$ cat src/rtl/hazard_fwd_if.sv
// Decode-side bundle between the ID stage and the hazard/forwarding unit.
// master = decode stage (drives the ID fields), slave = hazard_fwd_unit.
interface hazard_fwd_if #(
   parameter int unsigned REG_W = 5,
   parameter int unsigned SEL_W = 2
);
   logic             id_valid;
   logic [REG_W-1:0] id_ra;
   logic [REG_W-1:0] id_rb;
   logic             id_use_a;
   logic             id_use_b;
   logic [REG_W-1:0] id_rw;
   logic             id_reg_write;
   logic             id_mem_read;
   logic             br_taken;
   logic             pipe_hold;
   logic [SEL_W-1:0] fwd_a;
   logic [SEL_W-1:0] fwd_b;
   logic             stall;
   logic             flush_if_id;
   logic             flush_id_ex;

   modport master (
      output id_valid, id_ra, id_rb, id_use_a, id_use_b, id_rw, id_reg_write, id_mem_read,
      output br_taken, pipe_hold,
      input  fwd_a, fwd_b, stall, flush_if_id, flush_id_ex
   );

   modport slave (
      input  id_valid, id_ra, id_rb, id_use_a, id_use_b, id_rw, id_reg_write, id_mem_read,
      input  br_taken, pipe_hold,
      output fwd_a, fwd_b, stall, flush_if_id, flush_id_ex
   );
endinterface

$ cat src/rtl/hazard_fwd_unit.sv
// Hazard and forwarding controller: shadow pipe of in-flight destinations driving forward
// selects, load-use stalls and branch flushes. HAZARD_STATS_EN adds stall/flush counters.
module hazard_fwd_unit #(
   parameter int unsigned REG_W      = 5,
   parameter int unsigned NUM_STAGES = 3,
   parameter int unsigned LOAD_LAT   = 2,
   parameter int unsigned ZERO_REG   = 31,
   parameter int unsigned SEL_W      = $clog2(NUM_STAGES + 1)
) (
   input  logic               clk,
   input  logic               reset,
   hazard_fwd_if.slave        bus
`ifdef HAZARD_STATS_EN
   ,
   output logic [31:0]        stall_count,
   output logic [31:0]        flush_count
`endif
);

   typedef struct packed {
      logic             valid;
      logic [REG_W-1:0] rw;
      logic             reg_write;
      logic             mem_read;
   } entry_t;

   typedef struct packed {
      logic             hit;
      logic             load_use;
      logic [SEL_W-1:0] sel;
   } match_t;

   entry_t shadow_q [NUM_STAGES];
   entry_t shadow_d [NUM_STAGES];
   match_t match_a;
   match_t match_b;
   logic   load_use;
   logic   stall_int;

   // Youngest matching stage wins; a load still short of LOAD_LAT cannot be forwarded.
   function automatic match_t find_match(logic [REG_W-1:0] src, logic use_src);
      match_t m;
      m = '0;
      if (use_src && (src != REG_W'(ZERO_REG))) begin
         for (int unsigned s = 0; s < NUM_STAGES; s++) begin
            if (!m.hit && shadow_q[s].valid && shadow_q[s].reg_write &&
                (shadow_q[s].rw == src)) begin
               m.hit      = 1'b1;
               m.load_use = shadow_q[s].mem_read && (s < LOAD_LAT);
               m.sel      = SEL_W'(s + 1);
            end
         end
      end
      return m;
   endfunction

   always_comb begin
      match_a   = find_match(bus.id_ra, bus.id_use_a & bus.id_valid);
      match_b   = find_match(bus.id_rb, bus.id_use_b & bus.id_valid);
      load_use  = match_a.load_use | match_b.load_use;
      stall_int = ~bus.br_taken & (load_use | bus.pipe_hold);
   end

   assign bus.stall       = ~reset & stall_int;
   assign bus.flush_if_id = ~reset & bus.br_taken;
   assign bus.flush_id_ex = ~reset & bus.br_taken;
   assign bus.fwd_a = (!reset && match_a.hit && !match_a.load_use) ? match_a.sel : '0;
   assign bus.fwd_b = (!reset && match_b.hit && !match_b.load_use) ? match_b.sel : '0;

   // Stall and flush both land as a bubble in stage 0; older stages keep advancing.
   always_comb begin
      shadow_d = shadow_q;
      if (!bus.pipe_hold) begin
         for (int unsigned s = 1; s < NUM_STAGES; s++) begin
            shadow_d[s] = shadow_q[s-1];
         end
         shadow_d[0].valid     = bus.id_valid & ~stall_int & ~bus.br_taken;
         shadow_d[0].rw        = bus.id_rw;
         shadow_d[0].reg_write = bus.id_reg_write;
         shadow_d[0].mem_read  = bus.id_mem_read;
      end
   end

   always_ff @(posedge clk or posedge reset) begin
      if (reset) begin
         shadow_q <= '{default: '0};
      end else begin
         shadow_q <= shadow_d;
      end
   end

`ifdef HAZARD_STATS_EN
   logic [31:0] stall_cnt_q;
   logic [31:0] flush_cnt_q;

   always_ff @(posedge clk or posedge reset) begin
      if (reset) begin
         stall_cnt_q <= '0;
         flush_cnt_q <= '0;
      end else begin
         if (stall_int && !bus.pipe_hold && (stall_cnt_q != '1)) begin
            stall_cnt_q <= stall_cnt_q + 32'd1;
         end
         if (bus.br_taken && (flush_cnt_q != '1)) begin
            flush_cnt_q <= flush_cnt_q + 32'd1;
         end
      end
   end

   assign stall_count = stall_cnt_q;
   assign flush_count = flush_cnt_q;
`endif

endmodule

$ cat src/flat_wrapper.sv
// flat-port wrapper written by rule: the top's interface ports become plain ports
module hazard_fwd_unit_flat 
#(
   parameter int unsigned REG_W      = 5,
   parameter int unsigned NUM_STAGES = 3,
   parameter int unsigned LOAD_LAT   = 2,
   parameter int unsigned ZERO_REG   = 31,
   parameter int unsigned SEL_W      = $clog2(NUM_STAGES + 1)
)
  (clk, reset, bus_id_valid, bus_id_ra, bus_id_rb, bus_id_use_a, bus_id_use_b, bus_id_rw, bus_id_reg_write, bus_id_mem_read, bus_br_taken, bus_pipe_hold, bus_fwd_a, bus_fwd_b, bus_stall, bus_flush_if_id, bus_flush_id_ex);
  hazard_fwd_if #(.REG_W(REG_W), .SEL_W(SEL_W)) bus_i ();
  input  logic clk;
  input  logic reset;
  input wire logic [$bits(bus_i.id_valid)-1:0] bus_id_valid;
  input wire logic [$bits(bus_i.id_ra)-1:0] bus_id_ra;
  input wire logic [$bits(bus_i.id_rb)-1:0] bus_id_rb;
  input wire logic [$bits(bus_i.id_use_a)-1:0] bus_id_use_a;
  input wire logic [$bits(bus_i.id_use_b)-1:0] bus_id_use_b;
  input wire logic [$bits(bus_i.id_rw)-1:0] bus_id_rw;
  input wire logic [$bits(bus_i.id_reg_write)-1:0] bus_id_reg_write;
  input wire logic [$bits(bus_i.id_mem_read)-1:0] bus_id_mem_read;
  input wire logic [$bits(bus_i.br_taken)-1:0] bus_br_taken;
  input wire logic [$bits(bus_i.pipe_hold)-1:0] bus_pipe_hold;
  output wire logic [$bits(bus_i.fwd_a)-1:0] bus_fwd_a;
  output wire logic [$bits(bus_i.fwd_b)-1:0] bus_fwd_b;
  output wire logic [$bits(bus_i.stall)-1:0] bus_stall;
  output wire logic [$bits(bus_i.flush_if_id)-1:0] bus_flush_if_id;
  output wire logic [$bits(bus_i.flush_id_ex)-1:0] bus_flush_id_ex;
  assign bus_i.id_valid = bus_id_valid;
  assign bus_i.id_ra = bus_id_ra;
  assign bus_i.id_rb = bus_id_rb;
  assign bus_i.id_use_a = bus_id_use_a;
  assign bus_i.id_use_b = bus_id_use_b;
  assign bus_i.id_rw = bus_id_rw;
  assign bus_i.id_reg_write = bus_id_reg_write;
  assign bus_i.id_mem_read = bus_id_mem_read;
  assign bus_i.br_taken = bus_br_taken;
  assign bus_i.pipe_hold = bus_pipe_hold;
  assign bus_fwd_a = bus_i.fwd_a;
  assign bus_fwd_b = bus_i.fwd_b;
  assign bus_stall = bus_i.stall;
  assign bus_flush_if_id = bus_i.flush_if_id;
  assign bus_flush_id_ex = bus_i.flush_id_ex;
  hazard_fwd_unit #(.REG_W(REG_W), .NUM_STAGES(NUM_STAGES), .LOAD_LAT(LOAD_LAT), .ZERO_REG(ZERO_REG), .SEL_W(SEL_W)) u_core (.clk(clk), .reset(reset), .bus(bus_i));
endmodule
$ cat config.mk
export PLATFORM = sky130hd
export DESIGN_NAME = hazard_fwd_unit_flat
export DESIGN_NICKNAME = d
export VERILOG_FILES = /design/src/rtl/hazard_fwd_if.sv /design/src/rtl/hazard_fwd_unit.sv /design/src/flat_wrapper.sv
export SDC_FILE = /design/constraint.sdc
export NUM_CORES = 1
export LEC_CHECK = 0
export ABC_AREA = 1
export CORE_MARGIN = 4
export CORE_UTILIZATION = 40
export DETAILED_ROUTE_END_ITERATION = 10
export GPL_TIMING_DRIVEN = 0
export SLEW_MARGIN = 15
export SYNTH_ARGS = -nofsm -noshare
export SYNTH_HDL_FRONTEND = slang
export SYNTH_SLANG_ARGS = --single-unit
$ cat constraint.sdc
create_clock -name clk -period 3.7 [get_ports clk]
set_input_delay 0.555 -clock clk [delete_from_list [all_inputs] [get_ports clk]]
set_output_delay 0.555 -clock clk [all_outputs]
set_load 0.1 [all_outputs]
==> out/qor.csv <==
metric,value,unit
Clk pwr share,0.260,
top-count cell post-synth,nand2_1,
Util after Layout,0.527,
total wire length,4210,um
Core Region,3690,sq um
Mapped Nets,275,
drt wl/cell,12.6,um
Max transition margin,0.345,
IO Count,31,
total die area,4900,sq um
Critical Path Start Type,primary input,
routability-driven placement congestion ratio,0.857,
total power,0.626,mW
FP Rows,22,
CP Max Fanout,4,
DR DRC count,0,
Seq cells post-synth,23,
Final Hold Viols,0,
Top reg by flops,u_core.shadow_q,
CP max stage delay,0.84,ns
Worst EP arrival,2.91,ns
largest net degree at the start of global routing,26,
via/cell ratio,4.91,
RSZ-0062 raised after global routing,false,
net switching fraction of the power,0.336,
number of flip-flops in the largest register,23,
Post-synth EDFFs,0,
initial antenna violation count,0,
Yosys Warn Count,0,
Comb pwr share,0.251,
final setup violation count,0,
Worst setup EP type,output port,
Switch Pwr,0.211,mW
sequential share of power,0.489,
post-route clock period utilization,0.936,
post-CTS setup buffer count,0,
Slew Limit Fails,0,
Pwr Density,322,nW/um^2
"Cell Area, Synth",1540,sq um
Pleak,1.03,nW
maxcap violations,0,
hpwl dp,3340,um
DRT iter0 DRCs,90,
Root Buffer,clkbuf_8,
synthesized area per cell,6.13,sq um
largest registers,u_core.shadow_q: 23 flops,
master of the slowest instance on the critical path,dlygate4sd2_1,
count of distinct cell types in the synthesized netlist,21,
crit path kind,primary input to output port,
layout cells sized above 1,0.0561,
die width,70,um
Detail Route Antenna Nets,0,
ranking of synthesized cells by area,"dfrtp_1 (37%), nand2_1 (24%), inv_1 (8.3%)",
IO Port Bufs,30,
crit path buf inv count,4,
Least-Margin Pin Slew,0.980,ns
Ant. Diodes,0,
first-pass GRT wire length,6910,um
family with the most delay on the worst path,buffers and inverters,
Area after DPL,1900,sq um
clk_lat worst skew,0.27,ns
Pre-Repair DR Iteration Count,4,
TritonCTS clock tree,done,
Max Clock Freq,0.289,GHz
Die Ht,70,um
Syn Inst Count,251,
status,finished clean,
top_reg_cell synth,dfrtp_1,
crit-path most repeated cell,nand2_1,
Commonest cells post-synth,"nand2_1 (100), inv_1 (34), nor2_1 (29)",
share of the synthesized area in the top cell type,0.374,
Sinks on Clock Net,23,
dominant cell type by area after synthesis,dfrtp_1,
nets,310,
clk_skew,0.00339,ns
"Data required, critical path",3.14,ns
area delta synth->final,26.4,%
Initial Util,0.417,
VDD IR max,0.209,mV
vias in the first global route,1470,
total CTS buffers,3,
Via Count,1634,
sequential area share after synthesis,0.374,
HP Class,register to register,
post-route cell area,1940,sq um
total gr overflow,0,
Min Hold Slack,0.496,ns
Async SR Flop Fraction,1.00,
H-tree level count,1,
clock buffer depth,2,
Pint,0.415,mW
final critical-path required period,3.46,ns
Tot GR Track Use,0.176,
crit-path cells,clkdlybuf4s50_1 > inv_1 > nand2_1 > o21ai_0 > nor2_1 > nand2_1 > nor2_2 > nand3_1 > nand2_1 > nand2_2 > nand3_2 > nand2_1 > inv_1 > dlygate4sd2_1,
clock-pin slew on the worst setup and hold paths,0.08,ns
-- power groups by stage --
| stage | sequential, mW | clock (mW) | combinational (mW) |
|---|---|---|---|
| 6_report | 0.306 | 0.163 | 0.157 |
| 5_1_grt | 0.310 | 0.180 | 0.177 |
| 4_1_cts | 0.305 | 0.170 | 0.158 |
| 3_5_place_dp | 0.310 | 0 | 0.157 |
| 3_3_place_gp | 0.310 | 0 | 0.156 |
| 2_1_floorplan | 0.301 | 0 | 0.101 |
-- per-stage QoR --
stage	std cells	TNS [ns]	setup WS [ns]
floorplan	251	0	0.536
global route	333	0	0.0251
detailed placement	329	-0.771	-0.201
finish	333	0	0.237
global placement	329	-0.750	-0.187
CTS	333	0	0.246
-- cell type report --
cell class                 instances  area [sq um]
tap                               48          60.1
buffer                             5          22.5
clock buffer                       3          41.3
inverter                          38           146
sequential                        23           576
fill                             397          1740
timing repair buffer              30           294
clock inverter                     1          7.51
multi-input combinational        185           797
-- placed cells by master (no fill, tap or decap) --
master           synthesis  final
a31oi_1                  2      2
dlygate4sd2_1            0      5
o22ai_1                  2      2
nor2_2                   3      3
a21oi_1                  3      3
clkbuf_8                 0      3
nand3_1                  8      8
nand2_2                  2      2
nand2_1                100    100
xor2_1                   1      1
nand4_1                  2      2
nand3b_1                 1      1
buf_4                    1      1
clkinv_1                 1      1
a211oi_1                 1      1
clkbuf_1                 4      4
inv_1                   34     33
nor2_1                  29     29
nand3_2                  2      2
inv_2                    3      3
clkdlybuf4s50_1          0     25
nor3_1                   4      4
dfrtp_1                 23     23
clkinvlp_4               0      2
o21ai_0                 25     25
-- repair_timing --
| item | CTS | global route |
|---|---|---|
| gates resized for setup | 6 | 0 |
| hold buffers | 0 | 0 |
| setup endpoints to repair | 5 | 0 |
-- per-layer routing --
metal,GRT usage,vias to the layer above,part of all wire
li1,-,844,-
met1,0.240,747,0.48
met2,0.299,39,0.46
met3,0.0331,4,0.058
met4,0.0191,0,0.0045
met5,0,-,0
-- path summary, 6_finish.rpt --
kind                            depth (start not counted)                  end  slack, ns                start
worst min register to register                          2   u_core.shadow_q[7]       0.50   u_core.shadow_q[7]
worst max-delay path                                   14            bus_stall       0.24         bus_id_rb[1]
worst min-delay path                                    2   u_core.shadow_q[7]       0.50   u_core.shadow_q[7]
max in group asynchronous                               2   u_core.shadow_q[8]       2.63                reset
worst max register to register                          9  u_core.shadow_q[23]       2.24  u_core.shadow_q[13]
min in group asynchronous                               2  u_core.shadow_q[10]       0.74                reset
-- worst reg2reg max path, stage by stage, from the launching register on --
cell and delay [ns]:
dfrtp_1 0.43, inv_1 0.10, a21oi_1 0.13, nand3_1 0.11, nor2_2 0.16, nand3_1 0.08
nand2_1 0.07, nand2_2 0.07, nand4_1 0.11, nand2_1 0.07
-- cell families (layout without fill, tap and decap cells) --
family	after synthesis	in the layout	share of synthesized area
compound gates	33	33	0.112
buf+inv	43	77	0.107
simple gates	151	151	0.400
flops	23	23	0.374
xor+xnor	1	1	0.00570
Note: power is estimated with default switching activity, not from simulation.
